**src/rtl/segmented_pipelined_addsub_if.sv**
```systemverilog
// Operand/result bundle for segmented_pipelined_addsub.
// Valid-only stream with no backpressure: one transaction per edge where en=1 and in_valid=1; en=0 freezes everything.
interface segmented_pipelined_addsub_if #(
   parameter int WIDTH = 8
);
   logic             en;
   logic             in_valid;
   logic             sub;
   logic [WIDTH-1:0] a;
   logic [WIDTH-1:0] b;
   logic             cin;
   logic             out_valid;
   logic [WIDTH-1:0] s;
   logic             cout;
   logic             ovf;

   modport master (
      output en, in_valid, sub, a, b, cin,
      input  out_valid, s, cout, ovf
   );

   modport slave (
      input  en, in_valid, sub, a, b, cin,
      output out_valid, s, cout, ovf
   );
endinterface

```
**src/rtl/segmented_pipelined_addsub.sv**
```systemverilog
// WIDTH-bit add/subtract split into CHUNK-bit ripple segments, one register stage per segment.
// Operands skew in, results de-skew out, so a transaction's full result appears STAGES enabled edges after acceptance.
module segmented_pipelined_addsub #(
   parameter int WIDTH = 8,
   parameter int CHUNK = 3
) (
   input logic                         clk,
   input logic                         rst,
   segmented_pipelined_addsub_if.slave bus
);
   localparam int STAGES = (WIDTH + CHUNK - 1) / CHUNK;
   localparam int TOPW   = WIDTH - (STAGES - 1) * CHUNK;

   // Subtraction folds into addition here, so the mode never needs to travel down the pipe.
   logic [WIDTH-1:0] b_eff;
   logic             cin_eff;
   assign b_eff   = bus.sub ? ~bus.b : bus.b;
   assign cin_eff = bus.cin ^ bus.sub;

   wire [STAGES-1:0] carry_w;
   wire [WIDTH-1:0]  s_w;
   wire              ovf_w;
   logic [STAGES-1:0] v_q;

   always_ff @(posedge clk) begin
      if (rst) begin
         v_q <= '0;
      end else if (bus.en) begin
         v_q[0] <= bus.in_valid;
         for (int i = 1; i < STAGES; i++) v_q[i] <= v_q[i-1];
      end
   end

   for (genvar k = 0; k < STAGES; k++) begin : g_seg
      localparam int LO = k * CHUNK;
      localparam int CW = (k == STAGES - 1) ? TOPW : CHUNK;

      logic [CW-1:0] a_seg;
      logic [CW-1:0] b_seg;
      logic          c_in;
      logic [CW:0]   sum;
      logic          carry_q;
      logic [CW-1:0] r_dl [STAGES-k];

      if (k == 0) begin : g_head
         assign a_seg = bus.a[LO +: CW];
         assign b_seg = b_eff[LO +: CW];
         assign c_in  = cin_eff;
      end else begin : g_body
         logic [CW-1:0] a_dl [k];
         logic [CW-1:0] b_dl [k];

         always_ff @(posedge clk) begin
            if (rst) begin
               for (int i = 0; i < k; i++) begin
                  a_dl[i] <= '0;
                  b_dl[i] <= '0;
               end
            end else if (bus.en) begin
               a_dl[0] <= bus.a[LO +: CW];
               b_dl[0] <= b_eff[LO +: CW];
               for (int i = 1; i < k; i++) begin
                  a_dl[i] <= a_dl[i-1];
                  b_dl[i] <= b_dl[i-1];
               end
            end
         end

         assign a_seg = a_dl[k-1];
         assign b_seg = b_dl[k-1];
         assign c_in  = carry_w[k-1];
      end

      assign sum = {1'b0, a_seg} + {1'b0, b_seg} + {{CW{1'b0}}, c_in};

      always_ff @(posedge clk) begin
         if (rst) begin
            carry_q <= 1'b0;
            for (int i = 0; i < STAGES - k; i++) r_dl[i] <= '0;
         end else if (bus.en) begin
            carry_q <= sum[CW];
            r_dl[0] <= sum[CW-1:0];
            for (int i = 1; i < STAGES - k; i++) r_dl[i] <= r_dl[i-1];
         end
      end

      assign carry_w[k]     = carry_q;
      assign s_w[LO +: CW]  = r_dl[STAGES-k-1];

      if (k == STAGES - 1) begin : g_top
         logic ovf_q;
         logic msb_cin;
         // Carry into the MSB recovered from the MSB sum bit: s = a ^ b ^ c.
         assign msb_cin = a_seg[CW-1] ^ b_seg[CW-1] ^ sum[CW-1];

         always_ff @(posedge clk) begin
            if (rst) begin
               ovf_q <= 1'b0;
            end else if (bus.en) begin
               ovf_q <= msb_cin ^ sum[CW];
            end
         end

         assign ovf_w = ovf_q;
      end
   end

   assign bus.out_valid = v_q[STAGES-1];
   assign bus.s         = s_w;
   assign bus.cout      = carry_w[STAGES-1];
   assign bus.ovf       = ovf_w;
endmodule
```
**src/flat_wrapper.sv**
```systemverilog
// flat-port wrapper written by rule: the top's interface ports become plain ports
module segmented_pipelined_addsub_flat 
#(
   parameter int WIDTH = 8,
   parameter int CHUNK = 3
)
  (clk, rst, bus_en, bus_in_valid, bus_sub, bus_a, bus_b, bus_cin, bus_out_valid, bus_s, bus_cout, bus_ovf);
  segmented_pipelined_addsub_if #(.WIDTH(WIDTH)) bus_i ();
  input logic clk;
  input logic rst;
  input wire logic [$bits(bus_i.en)-1:0] bus_en;
  input wire logic [$bits(bus_i.in_valid)-1:0] bus_in_valid;
  input wire logic [$bits(bus_i.sub)-1:0] bus_sub;
  input wire logic [$bits(bus_i.a)-1:0] bus_a;
  input wire logic [$bits(bus_i.b)-1:0] bus_b;
  input wire logic [$bits(bus_i.cin)-1:0] bus_cin;
  output wire logic [$bits(bus_i.out_valid)-1:0] bus_out_valid;
  output wire logic [$bits(bus_i.s)-1:0] bus_s;
  output wire logic [$bits(bus_i.cout)-1:0] bus_cout;
  output wire logic [$bits(bus_i.ovf)-1:0] bus_ovf;
  assign bus_i.en = bus_en;
  assign bus_i.in_valid = bus_in_valid;
  assign bus_i.sub = bus_sub;
  assign bus_i.a = bus_a;
  assign bus_i.b = bus_b;
  assign bus_i.cin = bus_cin;
  assign bus_out_valid = bus_i.out_valid;
  assign bus_s = bus_i.s;
  assign bus_cout = bus_i.cout;
  assign bus_ovf = bus_i.ovf;
  segmented_pipelined_addsub #(.WIDTH(WIDTH), .CHUNK(CHUNK)) u_core (.clk(clk), .rst(rst), .bus(bus_i));
endmodule
```
**config.mk**
```make
export PLATFORM = sky130hd
export DESIGN_NAME = segmented_pipelined_addsub_flat
export DESIGN_NICKNAME = d
export VERILOG_FILES = /design/src/rtl/segmented_pipelined_addsub_if.sv /design/src/rtl/segmented_pipelined_addsub.sv /design/src/flat_wrapper.sv
export SDC_FILE = /design/constraint.sdc
export NUM_CORES = 1
export LEC_CHECK = 0
export BUFFER_PORTS_ARGS = -buffer_cell sky130_fd_sc_hd__buf_2
export CAP_MARGIN = 10
export CORE_MARGIN = 5
export CORE_UTILIZATION = 54
export DETAILED_ROUTE_END_ITERATION = 8
export MAX_ROUTING_LAYER = met4
export PLACE_DENSITY = 0.78
export SLEW_MARGIN = 40
export SYNTH_ARGS = -nofsm -noshare
export SYNTH_HDL_FRONTEND = slang
export SYNTH_SLANG_ARGS = --single-unit
```
**constraint.sdc**
```tcl
create_clock -name clk -period 2.17 [get_ports clk]
set_input_delay 0.217 -clock clk [delete_from_list [all_inputs] [get_ports clk]]
set_output_delay 0.217 -clock clk [all_outputs]
set_load 0.03 [all_outputs]
```
=== Word-level counts from Yosys, hierarchy flattened ===
Memory sizes are Yosys's and may differ from the RTL's.
Cells that the tools add are included.

* Muxes and demuxes: 21
* Add/subtract/negate cells: 6
* Reduce and logical (&&, ||, !) cells: 3
* Bitwise gates (word level): 14

{| class="wikitable"
|+ Operators with widths
! kind !! count
|-
| $mux 3 || 7
|-
| $mux 2 || 5
|-
| $or 1x1->1 || 9
|-
| $add 3x3->4 || 2
|-
| $add 4x1->4 || 2
|-
| $mux 1 || 8
|-
| $mux 8 || 1
|-
| $not 8->8 || 1
|-
| $reduce_or 3->1 || 2
|-
| $xor 1x1->1 || 4
|-
| $add 2x2->3 || 1
|-
| $add 3x1->3 || 1
|-
| $reduce_or 2->1 || 1
|}

* Input port bits: 22
* Register bits: 7
* Memories kept: 7
* Output and inout bits: 11
* Word-level logic and storage cells: 56
* Memory bits (writable): 31

{| class="wikitable"
|+ Memories
! memory !! words !! width !! read ports !! clocked after Yosys merged registers in !! write ports !! RTL line !! source
|-
| u_core.g_seg[0].r_dl || 3 || 3 || 3 || 0 || 3 || segmented_pipelined_addsub.sv:43 || <nowiki>logic [CW-1:0] r_dl [STAGES-k];</nowiki>
|-
| u_core.g_seg[1].r_dl || 2 || 3 || 2 || 0 || 2 || segmented_pipelined_addsub.sv:43 ||
|-
| u_core.g_seg[2].g_body.a_dl || 2 || 2 || 2 || 0 || 2 || segmented_pipelined_addsub.sv:50 || <nowiki>logic [CW-1:0] a_dl [k];</nowiki>
|-
| u_core.g_seg[2].g_body.b_dl || 2 || 2 || 2 || 0 || 2 || segmented_pipelined_addsub.sv:51 || <nowiki>logic [CW-1:0] b_dl [k];</nowiki>
|-
| u_core.g_seg[1].g_body.a_dl || 1 || 3 || 1 || 0 || 1 || segmented_pipelined_addsub.sv:50 ||
|-
| u_core.g_seg[1].g_body.b_dl || 1 || 3 || 1 || 0 || 1 || segmented_pipelined_addsub.sv:51 ||
|-
| +1 memories || - || - || - || - || - || - ||
|}

=== Longest topological paths before layout ===
* Depth after elaboration: 5
* Mapped depth: 6
* Mapped depth without buffers: 6

=== Worst setup path after synthesis ===
No wires, ideal clock.

* Path kind: reg-to-reg
* Start point: memory u_core.g_seg[2].g_body.b_dl[0][2] in the netlist's numbering
* End point: register u_core.g_seg[2].g_top.ovf_q, in the netlist u_core.bus.ovf
* Buffers on the path: 0
* Data required time: 2053 ps
* Cell stages (with the launch flop): 7
* Data arrival time: 1829 ps
* Setup time: 117 ps
* Path slack: 224 ps
* Period minus slack after synthesis: 1946 ps
* Cell sequence: edfxtp_1 -> inv_1 -> fa_1 -> fa_1 -> xor3_1 -> mux2i_1 -> nor2_1

{| class="wikitable"
|+ RTL lines
! what !! RTL line !! source
|-
| from (decl) || segmented_pipelined_addsub.sv:51 ||
|-
| to (signal assigned) || segmented_pipelined_addsub.sv:100 || <nowiki>ovf_q <= msb_cin ^ sum[CW];</nowiki>
|-
| to (decl) || segmented_pipelined_addsub.sv:91 || <nowiki>logic ovf_q;</nowiki>
|}

==> summary by stage <==
Finish
For this run, the post-layout net count is 193. Relative to the synthesized area, the layout overhead comes to 11.07%. In the final layout, the share of cells above drive strength 1 is 25.47%. The diode insertion count for antenna repair is 0.

The number of fillers in the final layout is 283.

Power and ir drop
The reported net switching power is 0.3593 mW. The total leakage power is 0.8638 nW. The relative contribution of the clock network to total power is 25.3%. The internal power of the cells totals 1.109 mW. For this design the ratio of total power to cell area is 740.6 nW/µm².

Combinational logic burns 15.4% of the power. Net switching is 24.46% of the power. The peak ir drop on the vdd network is 0.0004578 V. Per report_power, the sequential group accounts for 59.4% of the total.

Yosys
When the netlist entered floorplanning its net count stood at 166. The most used standard cell by instance count after synthesis is edfxtp_1. The warning count from the yosys run is 0. Counting flops and latches in the post-synthesis netlist gives 38. In the synthesized netlist the dominant register cell turns out to be edfxtp_1. The cell area that synthesis handed to floorplanning was 1785 µm². The number of enable flip-flop cells after synthesis is 31. In the post-synthesis netlist, the biggest area contributors are edfxtp_1 52%, dfxtp_1 7.8%, and2_1 7.4%. The async set-or-reset flop fraction in the synthesized netlist is 0%. In the synthesized netlist, the cells that appear most often are 31 x edfxtp_1, 21 x and2_1, 17 x nor2_1. The average instance area after synthesis is 13.42 µm².

Synthesis produced 133 cells. Synthesis instantiated 19 different standard cells from the library. Summed over its instances, the top area cell type makes up 52.14% of the synthesized netlist area. The synthesized design spends more area on one cell type than any other, namely edfxtp_1. Sequential cells were found to cover 59.99% of the synthesized design area.

Drt
The routed via count is 964. The routed design has 2507 µm of wire. Once detail routing completed, the nets flagged for antenna violations numbered 0.

In the routed design, unresolved DRC markers number 0. The via density per instance is 4.702. Dividing the detail-routed wire length by the instance count gives 12.23 µm.

The detailed router finished its first iteration with 27 violations. The first detailed-routing pass took 4 iterations.

Place
The final HPWL from detailed placement is 1889 µm. The worst setup slack before clock tree synthesis is 152.8 ps. The congestion estimate from routability-driven global placement came to 0.7880. In this run the tool buffered the top-level ports with 32 buffer cells.

STA
The worst path meets setup with 148.6 ps of slack. Setup repair after global routing left no endpoint under its margin. The max-slew headroom at the worst pin is 54.29%. The highest clock rate is 0.4947 GHz. Subtracting the final worst setup slack from the clock period gives 2021 ps.

The final hold violation count came to 0. The worst-case clock skew is 10.35 ps. For the final routed database, the setup TNS stands at 0 ps. The final setup violation count is 0.

At the pin with the least slew margin, the transition time is 685.7 ps. The count of pins over their slew limit came to 0. The final cycle utilization of the critical path is 93.15%.

Run
The total of max-cap violations is 0.

Clock tree
After clock tree synthesis, the flow added hold-fix buffers numbering 0. For the worst-skew pair, the clock arrives at the later sink with an insertion delay of 330 ps. Once the clock tree was built, the setup fixing pass inserted 0 buffers. TritonCTS built the clock tree. Clock tree synthesis found a total of 38 sinks. The maximum clock insertion buffer count is 2. Clock-pin slew was measured on the worst setup and hold paths at 110 ps. The number of gates given a new drive strength after cts is 0.

The clock tree root buffer cell is clkbuf_4. The number of clock buffers inserted by TritonCTS is 5. The H-tree generated during clock tree synthesis spans 2 levels.

GRT
Entering global routing, the biggest net connects 32 pins. The number of global-route vias before repair came to 942. The initial antenna violation count was 0.

The first global-routing pass estimated 4188 µm of wire. The total overflow left after global routing is 0. In the global route stage, overall resource usage came out at 13.51%.

Die
The number of I/O pins is 33. After floorplanning, the core was divided into 20 placement rows. The chip height is 67.50 µm. The standard cell core area is 3103 µm².

For this configuration, the core starts out at a cell density of 57.54%. In this run the horizontal extent of the chip is 67.50 µm. The die outline area is 4556 µm².

Setup path
The critical path endpoint category is a flip-flop. The worst setup path is launched from a flip-flop. Along the worst path, the maximum fanout reaches 2. The setup slack of the most critical reg-to-reg path is 150 ps.

Data on the critical path is required at its endpoint by 2410 ps. The type of the worst setup path is flip-flop to flip-flop. The critical path arrival is 2260 ps.

Status
The run finished with clean final reports.

Min path
The type of the worst min-delay path is input pin to flip-flop.
==> power groups by stage <==
stage	Clock, mW	Sequential [mW]	Combinational, mW
after global placement	0	0.886	0.220
after CTS	0.380	0.873	0.232
after floorplan	0	0.901	0.163
after global routing	0.414	0.878	0.253
final	0.371	0.872	0.226
after detailed placement	0	0.889	0.231
==> placed cells by master (no fill, tap or decap) <==
cell	n
clkinv_2	1
a21o_1	2
fa_1	6
and2_1	21
clkbuf_4	5
xnor2_1	6
ha_1	5
edfxtp_1	31
a21oi_1	2
clkbuf_1	1
nand2b_1	1
clkbuf_8	1
xor2_1	5
mux2i_1	4
buf_2	32
a211oi_1	3
inv_1	8
xor3_1	1
nor2b_2	1
nor2_1	17
dfxtp_1	7
or2_2	1
==> through the flow <==
| stage | total power [mW] | cell area (µm²) | std cells | hold slack, ps | util [%] |
|---|---|---|---|---|---|
| after floorplan | 1.064 | 1785 | 133 | 364.2 | - |
| after global placement | 1.105 | 1923 | 197 | 455.4 | 61.98 |
| after detailed placement | 1.120 | 1923 | 197 | 480.9 | 61.98 |
| after CTS | 1.484 | 1983 | 205 | 125.7 | 63.91 |
| after global routing | 1.545 | 1983 | 205 | 136.5 | 63.91 |
| final | 1.469 | 1983 | 205 | 132.8 | 63.91 |
==> sequential cells by signal (all words and copies together) (netlist names) <==
name                      count
u_core.bus.cout               1
u_core.bus.ovf                1
u_core.g_seg.carry_q          2
u_core.g_seg.g_body.a_dl      7
u_core.g_seg.g_body.b_dl      7
u_core.g_seg.r_dl            17
u_core.v_q                    3
==> logic make-up (layout without fill, tap and decap cells) <==
group / Yosys count / count (layout) / share of synthesized area, %
buffers and inverters: 20 / 48 / 6.026
xor gates and xnor gates: 12 / 12 / 6.727
muxes: 4 / 4 / 2.243
DFF: 38 / 38 / 59.99
AOI/OAI and AO/OA: 7 / 7 / 2.663
adders and majority gates: 11 / 11 / 10.23
and+or+nand+nor: 41 / 41 / 12.12
==> layout make-up <==
| class | instances | area, µm² | share of cell area (%) |
|---|---|---|---|
| clock inverters | 1 | 5.005 | 0.2524 |
| inverters | 8 | 30.03 | 1.514 |
| flip-flops and latches | 38 | 1071 | 54.01 |
| well taps | 44 | 55.05 | 2.776 |
| repair buffers | 32 | 160.2 | 8.076 |
| clock buffers | 7 | 55.05 | 2.776 |
| multi-input cells | 75 | 606.8 | 30.60 |
==> final timing paths <==
kind                                                                 startpoint                           end  cells after the start
worst min register to register                     u_core.bus.cout$_SDFFE_PP0P_  u_core.bus.cout$_SDFFE_PP0P_                      2
worst max-delay path            u_core.g_seg[2].g_body.b_dl[0][2]$_SDFFCE_PN0P_   u_core.bus.ovf$_SDFFE_PP0P_                      6
worst min-delay path                                               bus_in_valid    u_core.v_q[0]$_SDFFE_PP0P_                      3
worst max register to register  u_core.g_seg[2].g_body.b_dl[0][2]$_SDFFCE_PN0P_   u_core.bus.ovf$_SDFFE_PP0P_                      6
==> routing by layer <==
| metal | GRT usage [%] | vias up | part of all wire (%) |
|---|---|---|---|
| li1 | - | 486 | - |
| met1 | 15.01 | 441 | 44 |
| met2 | 21.63 | 31 | 48 |
| met3 | 4.493 | 6 | 5.6 |
| met4 | 6.835 | 0 | 2.4 |
| met5 | - | - | 0 |
==> critical path: stages (launching register included) <==
cell,delay [ps]
edfxtp_1,330
inv_1,50
fa_1,440
fa_1,600
xor3_1,300
mux2i_1,130
nor2_1,50
Note: power is estimated with default switching activity, not from simulation.
